===== config.mk =====
export PLATFORM = sky130hd
export DESIGN_NAME = stream_merger_flat
export DESIGN_NICKNAME = d
export VERILOG_FILES = /design/src/rtl/stream_merger_if.sv /design/src/rtl/stream_merger.sv /design/src/flat_wrapper.sv
export SDC_FILE = /design/constraint.sdc
export NUM_CORES = 1
export LEC_CHECK = 0
export ABC_AREA = 1
export BUFFER_PORTS_ARGS = -buffer_cell sky130_fd_sc_hd__buf_2
export CAP_MARGIN = 10
export CORE_UTILIZATION = 47
export DETAILED_ROUTE_END_ITERATION = 16
export PLACE_DENSITY = 0.83
export SYNTH_ARGS = -nofsm -noshare
export SYNTH_HDL_FRONTEND = slang
export SYNTH_SLANG_ARGS = --single-unit
export TNS_END_PERCENT = 50

===== constraint.sdc =====
create_clock -name clk -period 1.6 [get_ports clk]
set_input_delay 0.32 -clock clk [delete_from_list [all_inputs] [get_ports clk]]
set_output_delay 0.32 -clock clk [all_outputs]
set_load 0.02 [all_outputs]

===== src/rtl/stream_merger_if.sv =====
// Two-source / one-sink valid-ready bundle for the stream merger.
// The merger takes the slave view; sources and sink drive the master view.
interface stream_merger_if #(
    parameter int unsigned WIDTH = 8
);
    logic             in0_valid;
    logic [WIDTH-1:0] in0_data;
    logic             in0_ready;
    logic             in1_valid;
    logic [WIDTH-1:0] in1_data;
    logic             in1_ready;
    logic             out_valid;
    logic [WIDTH-1:0] out_data;
    logic             out_src;
    logic             out_ready;

    modport master (
        output in0_valid, in0_data, in1_valid, in1_data, out_ready,
        input  in0_ready, in1_ready, out_valid, out_data, out_src
    );

    modport slave (
        input  in0_valid, in0_data, in1_valid, in1_data, out_ready,
        output in0_ready, in1_ready, out_valid, out_data, out_src
    );
endinterface


===== src/rtl/stream_merger.sv =====
// Round-robin merge of two valid/ready sources into one registered output
// stage, tagging each beat with the source it came from.
module stream_merger #(
    parameter int unsigned WIDTH = 8
) (
    input logic           clk,
    input logic           rst_n,
    stream_merger_if.slave bus
);

    logic             out_valid_q, out_valid_d;
    logic [WIDTH-1:0] out_data_q,  out_data_d;
    logic             out_src_q,   out_src_d;
    logic             last_grant_q, last_grant_d;

    logic load_en;
    logic grant_vld;
    logic grant;
    logic in0_xfer;
    logic in1_xfer;

    always_comb begin
        load_en   = !out_valid_q || bus.out_ready;
        grant_vld = bus.in0_valid || bus.in1_valid;
        if (bus.in0_valid && bus.in1_valid) begin
            grant = !last_grant_q;
        end else begin
            grant = bus.in1_valid;
        end
        // rst_n gates the readies so they drop the moment reset asserts.
        in0_xfer = rst_n && load_en && grant_vld && !grant;
        in1_xfer = rst_n && load_en && grant_vld && grant;
    end

    always_comb begin
        out_valid_d  = out_valid_q;
        out_data_d   = out_data_q;
        out_src_d    = out_src_q;
        last_grant_d = last_grant_q;
        if (in0_xfer || in1_xfer) begin
            out_valid_d  = 1'b1;
            out_data_d   = grant ? bus.in1_data : bus.in0_data;
            out_src_d    = grant;
            last_grant_d = grant;
        end else if (out_valid_q && bus.out_ready) begin
            out_valid_d = 1'b0;
        end
    end

    always_ff @(posedge clk or negedge rst_n) begin
        if (!rst_n) begin
            out_valid_q  <= 1'b0;
            out_data_q   <= '0;
            out_src_q    <= 1'b0;
            last_grant_q <= 1'b1;
        end else begin
            out_valid_q  <= out_valid_d;
            out_data_q   <= out_data_d;
            out_src_q    <= out_src_d;
            last_grant_q <= last_grant_d;
        end
    end

    assign bus.in0_ready = in0_xfer;
    assign bus.in1_ready = in1_xfer;
    assign bus.out_valid = out_valid_q;
    assign bus.out_data  = out_data_q;
    assign bus.out_src   = out_src_q;

    // A source that is stalled must keep presenting the same beat.
    a_in0_hold: assert property (@(posedge clk) disable iff (!rst_n)
        bus.in0_valid && !bus.in0_ready |=> bus.in0_valid && $stable(bus.in0_data));
    a_in1_hold: assert property (@(posedge clk) disable iff (!rst_n)
        bus.in1_valid && !bus.in1_ready |=> bus.in1_valid && $stable(bus.in1_data));

endmodule


===== src/flat_wrapper.sv =====
// flat-port wrapper written by rule: the top's interface ports become plain ports
module stream_merger_flat 
#(
    parameter int unsigned WIDTH = 8
)
  (clk, rst_n, bus_in0_valid, bus_in0_data, bus_in1_valid, bus_in1_data, bus_out_ready, bus_in0_ready, bus_in1_ready, bus_out_valid, bus_out_data, bus_out_src);
  stream_merger_if #(.WIDTH(WIDTH)) bus_i ();
  input logic clk;
  input logic rst_n;
  input wire logic [$bits(bus_i.in0_valid)-1:0] bus_in0_valid;
  input wire logic [$bits(bus_i.in0_data)-1:0] bus_in0_data;
  input wire logic [$bits(bus_i.in1_valid)-1:0] bus_in1_valid;
  input wire logic [$bits(bus_i.in1_data)-1:0] bus_in1_data;
  input wire logic [$bits(bus_i.out_ready)-1:0] bus_out_ready;
  output wire logic [$bits(bus_i.in0_ready)-1:0] bus_in0_ready;
  output wire logic [$bits(bus_i.in1_ready)-1:0] bus_in1_ready;
  output wire logic [$bits(bus_i.out_valid)-1:0] bus_out_valid;
  output wire logic [$bits(bus_i.out_data)-1:0] bus_out_data;
  output wire logic [$bits(bus_i.out_src)-1:0] bus_out_src;
  assign bus_i.in0_valid = bus_in0_valid;
  assign bus_i.in0_data = bus_in0_data;
  assign bus_i.in1_valid = bus_in1_valid;
  assign bus_i.in1_data = bus_in1_data;
  assign bus_i.out_ready = bus_out_ready;
  assign bus_in0_ready = bus_i.in0_ready;
  assign bus_in1_ready = bus_i.in1_ready;
  assign bus_out_valid = bus_i.out_valid;
  assign bus_out_data = bus_i.out_data;
  assign bus_out_src = bus_i.out_src;
  stream_merger #(.WIDTH(WIDTH)) u_core (.clk(clk), .rst_n(rst_n), .bus(bus_i));
endmodule

==> results of run 1 <==
[per-stage QoR]
step | std cells | hold slack (ns)
after detailed placement | 127 | 0.326
after floorplan | 79 | 0.0244
after global placement | 127 | 0.319
final | 135 | 0.0379
after global routing | 135 | 0.0342
after CTS | 135 | 0.0370
[metal layers]
layer  vias up  routed length [um]
li1        326                   -
met1       301                 653
met2        26                 827
met3         5                  53
met4         0                  39
met5         -                   0
[power groups by stage]
stage	clock (W)	combinational [W]	sequential, W
global route	0.000209	0.000367	0.000373
detailed placement	0	0.000303	0.000370
CTS	0.000197	0.000325	0.000364
finish	0.000198	0.000333	0.000365
global placement	0	0.000297	0.000367
floorplan	0	0.000144	0.000429
[kinds of logic (layout without fill, tap and decap cells)]
kind of cell  after synthesis  in the layout  synth area share [%]
buf+inv                     6             47                  7.36
flops                      11             11                  41.7
simple gates               62             62                  50.9
[synthesized netlist by cell type]
cell     instances
buf_12           1
buf_6            1
dfrtp_1         10
dfstp_2          1
inv_1            2
inv_2            1
inv_4            1
nand2_1         39
nand2_2          8
nand2_4          1
nand2_8          1
nand3_1          8
nand3_4          1
nor2_2           2
nor2_8           2
[worst paths after layout]
path | to | slack (ns)
max | bus_in0_ready | 0.06
min | u_core.last_grant_q$_DFFE_PN1P_ | 0.04
max reg2reg | u_core.bus.out_data[4]$_DFFE_PN0P_ | 0.47
min reg2reg | u_core.bus.out_data[1]$_DFFE_PN0P_ | 0.48
max in group asynchronous | u_core.bus.out_data[0]$_DFFE_PN0P_ | 1.41
min in group clk | u_core.bus.out_data[0]$_DFFE_PN0P_ | 0.32
[critical path: stages, from the launching register on]
cell and delay, ns:
dfstp_2 0.56, nand2_4 0.07, nand2_8 0.08, inv_4 0.04, nor2_4 0.07, buf_6 0.12
[state kept, by name, summed over array words and instances, names as in the netlist]
signal                cells
u_core.bus.out_data       8
u_core.bus.out_src        1
u_core.bus.out_valid      1
u_core.last_grant_q       1
[what timing repair did]
action	CTS	global route
setup buffers	4	0
pin swaps	0	1
endpoints found under the setup margin	1	2
resized for setup	2	4
[final cells by class]
cell class	instances	share of cell area [%]
clock buffers	4	2.90
inverters	4	2.21
repair buffers	39	24.2
multi-input cells	62	38.1
well taps	15	2.07
flip-flops and latches	11	30.5
==> impl_results.md, run 1 <==
- Unrepaired setup endpoints after global routing: no
- Finished layout cell area: a little over 900 um2
- Netlist Area Pre-Place: 663 um2
- Remaining Overflow, GRT: 0
- Startpoint types: flop
- Cell variety after synth: 15
- Die area: 1560 um2
- TritonRoute pass-1 iters: 4
- LEAKAGE: 0.540 nW
- Clock root cell: clkbuf_4
- Fmax: 0.651 GHz
- Ant diodes: 0
- Final Max Tran Viols: 0
- Yosys top cell area share: 37.7%
- Slew @ Worst Pin: 0.312 ns
- Crit-path max FO: 4
- Core footprint: 1300 um2
- Cts hold-fix bufs: 0
- Total power: between 0.0008 and 0.0009 W
- Fraction of layout cells with a size suffix above 1: 51.7%
- Die Ht: 39.6 um
- Filler Cell Count: 117
- Status: complete, no violations
- Power Dens Cells: 989 nW/um2
- Slack of the critical path: around 0.064 ns
- Most common cell after layout, fill and taps aside: nand2_1
- Number of CTS-inserted buffers: 3
- Gate Count Post-Synth: 79
- Critical path arrival: 1.22 ns
- FF/Latch Area: 277 um2
- Worst setup startpoint: u_core.last_grant_q$_DFFE_PN1P_
- P_sw: 0.000334 W
- Vias in the first global route: 569
- Worst-path clk slew: 0.07 ns
- Met3 Resource Use GR: 3.41%
- CP required: 1.28 ns
- Initial cell density of the core: 51.0%
- Nets: 142
- Most area-hungry cell type in the Yosys netlist: dfrtp_1
- Worst r2r path cells: 6
- DRC: 0
- Bufs on Longest Clock Path: 2
- Layout area overhead: 36.6%
- R2r startpoint: u_core.last_grant_q$_DFFE_PN1P_
- Warning count from the yosys run: 0
- Multi-input logic area: around 350 um2
- Placed cell area: about 830 um2
- Yosys reg bits: 11
- Hold Crit Class: input pin to asynchronous set/reset pin
- Peak supply drop: 0.540 mV
- Initial DRC count: 18
- Max Cap Viol: 0
- GR peak layer: met2
- Final hold violations: 0
- CTS sink count: 11
- Antenna-violating nets left: 0
- Drt total wl: 1570 um
- Internal Dissipation: 0.000562 W
- GP Congestion: roughly 0.75
- Fin util: 69.6%
- Chip width: 39.6 um
- Synth area leaders: dfrtp_1, nand2_1, nand2_2
- First-pass GRT wire length: 2500 um
- Clk pwr share: 22.1%
- Comb pwr share: a little under two fifths
- Sequential Power Share: between 40% and 50%
- Total Neg Setup Slack: 0 ns
- Skew final: 0.00356 ns
- TritonCTS clock tree: built
- Via density: 4.87
- Synth Net Count: 100
- H-Tree Level Count: 1
- GR Layer Usage met1: 30.6%
- Routed via count: 658
- Average wire per standard cell: between 10 and 15 um
- Dpl ws: 0.218 ns
- Most frequent cells in the layout: nand2_1, buf_2, dfrtp_1
- Worst slew margin: 79.2%
- Initial antenna violation count: 0
- Syn_area_per_cell: 8.39 um2
- Row count: 13
- Input/output buffers: 32
- Met2 GRT Util: 39.3%
- Largest net degree at the start of global routing: 12
- Worst Setup Path Type: flop to output port
- CP endpoint kind: output port
- Post-synthesis sequential area ratio: 41.7%
- Fraction of the cycle the final worst path needs: between 90% and 100%
- Post-layout min period: about 1.5 ns
- Sw Ratio: a little under two fifths
- Ports: 33
- Gr usage total: 24.3%
- Clock latency at the later pin of the worst-skew pair: 0.28 ns
- Final setup violating endpoints: 0
- HPWL Detailed: 1090 um
Power figures use the tool's default switching activity.
==> run 2: changes to the inputs <==
--- a/config.mk
+++ b/config.mk
@@ -11,4 +11,5 @@
 export CORE_UTILIZATION = 47
 export DETAILED_ROUTE_END_ITERATION = 16
+export GPL_TIMING_DRIVEN = 0
 export PLACE_DENSITY = 0.83
 export SYNTH_ARGS = -nofsm -noshare
==> constraint.sdc (replaced) <==
create_clock -name clk -period 1.6 [get_ports clk]
set_input_delay 0.16 -clock clk [delete_from_list [all_inputs] [get_ports clk]]
set_output_delay 0.16 -clock clk [all_outputs]
set_load 0.02 [all_outputs]
==> run 2 against run 1 <==
- worst setup slack gained 0.031 ns
- combinational power is 8.1% lower
- sequential share of layout area is 0.78 points higher
- first-iteration DRC count is 50% lower
- flip-flop and latch count did not move
- non-clock buffer count is 4 lower
- cell count shrank 3.0%
- routed wire length decreased by 17%
- power decreased by 4.2%
- utilization down 1.7 points
- global-route usage decreased by 4.3 points
- critical path depth stayed put
- highest routed layer unchanged
==> impl_results.md, run 2 (synthesized netlist as in run 1, its figures left out) <==
- Clock latency at the later pin of the worst-skew pair: between 0.2 and 0.3 ns
- Core footprint: 1300 um2
- CP required: 1.44 ns
- Most common cell after layout, fill and taps aside: nand2_1
- Post-layout min period: 1.50 ns
- DRC: 0
- Multi-input logic area: roughly 340 um2
- Skew final: 0.00371 ns
- FF/Latch Area: ~280 um2
- Initial cell density of the core: 51.0%
- Crit-path max FO: 4
- Worst-path clk slew: 0.07 ns
- Antenna-violating nets left: 0
- TritonRoute pass-1 iters: 4
- Initial antenna violation count: 0
- Chip width: 39.6 um
- Fraction of the cycle the final worst path needs: roughly 94%
- Routed via count: 596
- Worst Setup Path Type: input pin to output port
- Nets: 138
- Worst setup startpoint: rst_n
- Final setup violating endpoints: 0
- Layout area overhead: 33.2%
- Finished layout cell area: slightly below 900 um2
- Hold WS: 0.175 ns
- Unrepaired setup endpoints after global routing: no
- Ant diodes: 0
- Fraction of layout cells with a size suffix above 1: 46.6%
- Peak supply drop: 0.598 mV
- Total Neg Setup Slack: 0 ns
- Number of CTS-inserted buffers: 3
- Gr usage total: 20.0%
- Vias in the first global route: 503
- CTS sink count: 11
- Fmax: 0.665 GHz
- Post-CTS Setup Bufs: 0
- TritonCTS clock tree: built
- Status: complete, no violations
- Average wire per standard cell: 9.94 um
- CP endpoint kind: output port
- Startpoint types: input pin
- Filler Cell Count: 115
- Initial DRC count: 9
- Power Dens Cells: 972 nW/um2
- LEAKAGE: approximately 0.53 nW
- Ports: 33
- Most frequent cells in the layout: nand2_1, buf_2, dfrtp_1
- Die Ht: a little under 40 um
- H-Tree Level Count: 1
- Die area: 1560 um2
- Final Max Tran Viols: 0
- Row count: 13
- Worst slew margin: about 69%
- GP Congestion: between 0.6 and 0.7
- Largest register FFs: 8
- Drt total wl: approximately 1300 um
- Largest net degree at the start of global routing: 11
- First-pass GRT wire length: about 2000 um
- Critical path arrival: 1.34 ns
- Placed cell area: ~840 um2
- Final hold violations: 0
- HPWL Detailed: 966 um
- Input/output buffers: 31
- Clock root cell: clkbuf_4
- Max Cap Viol: 0
- Slew @ Worst Pin: 0.464 ns
- Hold_sp: bus_in0_data[4]
- R2r startpoint: u_core.bus.out_valid$_DFFE_PN0P_
- Bufs on Longest Clock Path: 2
- Remaining Overflow, GRT: 0
- Hold Crit Class: input pin to flop
- Via density: about 4.5
==> run 2: layer usage <==
layer	vias to the layer above	share of wire [%]	wire length [um]	global-route usage (%)
met5	-	0	0	0
met4	0	2.7	35	10.3
met1	255	40	525	23.5
met2	18	53	696	32.8
met3	4	3.5	45	5.11
li1	319	-	-	-
==> run 2: stage by stage <==
stage	power, W	instances	setup slack (ns)	utilization (%)
2_1_floorplan	0.000573	79	0.390	-
3_3_place_gp	0.000669	125	0.380	64.3
3_5_place_dp	0.000673	125	0.379	64.3
4_1_cts	0.000866	131	0.0842	67.9
5_1_grt	0.000920	131	0.0203	67.9
6_report	0.000858	131	0.0956	67.9
==> run 2: final cells by class <==
type	count	area share, %
Multi-Input combinational cell	62	38.2
Tap cell	15	2.12
Inverter	4	1.98
Sequential cell	11	31.3
Buffer	2	3.54
Clock buffer	4	2.97
Timing Repair Buffer	33	19.8
==> run 2: critical path, cell delays in order <==
cell	delay (ns)
dlygate4sd3_1	0.52
buf_2	0.16
nand2_1	0.16
nor2_2	0.15
buf_2	0.18
==> run 2: final timing paths <==
path,end,slack (ns),cells past startpoint
worst max register to register,u_core.bus.out_data[2]$_DFFE_PN0P_,0.55,5
worst max-delay path,bus_in1_ready,0.1,5
worst min register to register,u_core.bus.out_data[1]$_DFFE_PN0P_,0.47,2
worst min-delay path,u_core.bus.out_data[4]$_DFFE_PN0P_,0.18,5
max in group asynchronous,u_core.bus.out_valid$_DFFE_PN0P_,0.28,3
min in group asynchronous,u_core.last_grant_q$_DFFE_PN1P_,0.43,2
==> run 2: where the power goes <==
| group | switching [W] | internal [W] |
|---|---|---|
| sequential | 0.0000316 | 0.000332 |
| clock | 0.0000925 | 0.0000964 |
| combinational | 0.000186 | 0.000119 |
| total | 0.000310 | 0.000548 |
==> run 2: timing repair <==
item,in CTS,in global routing
hold endpoints to repair,10,0
hold buffers,2,0
resized for setup,0,0
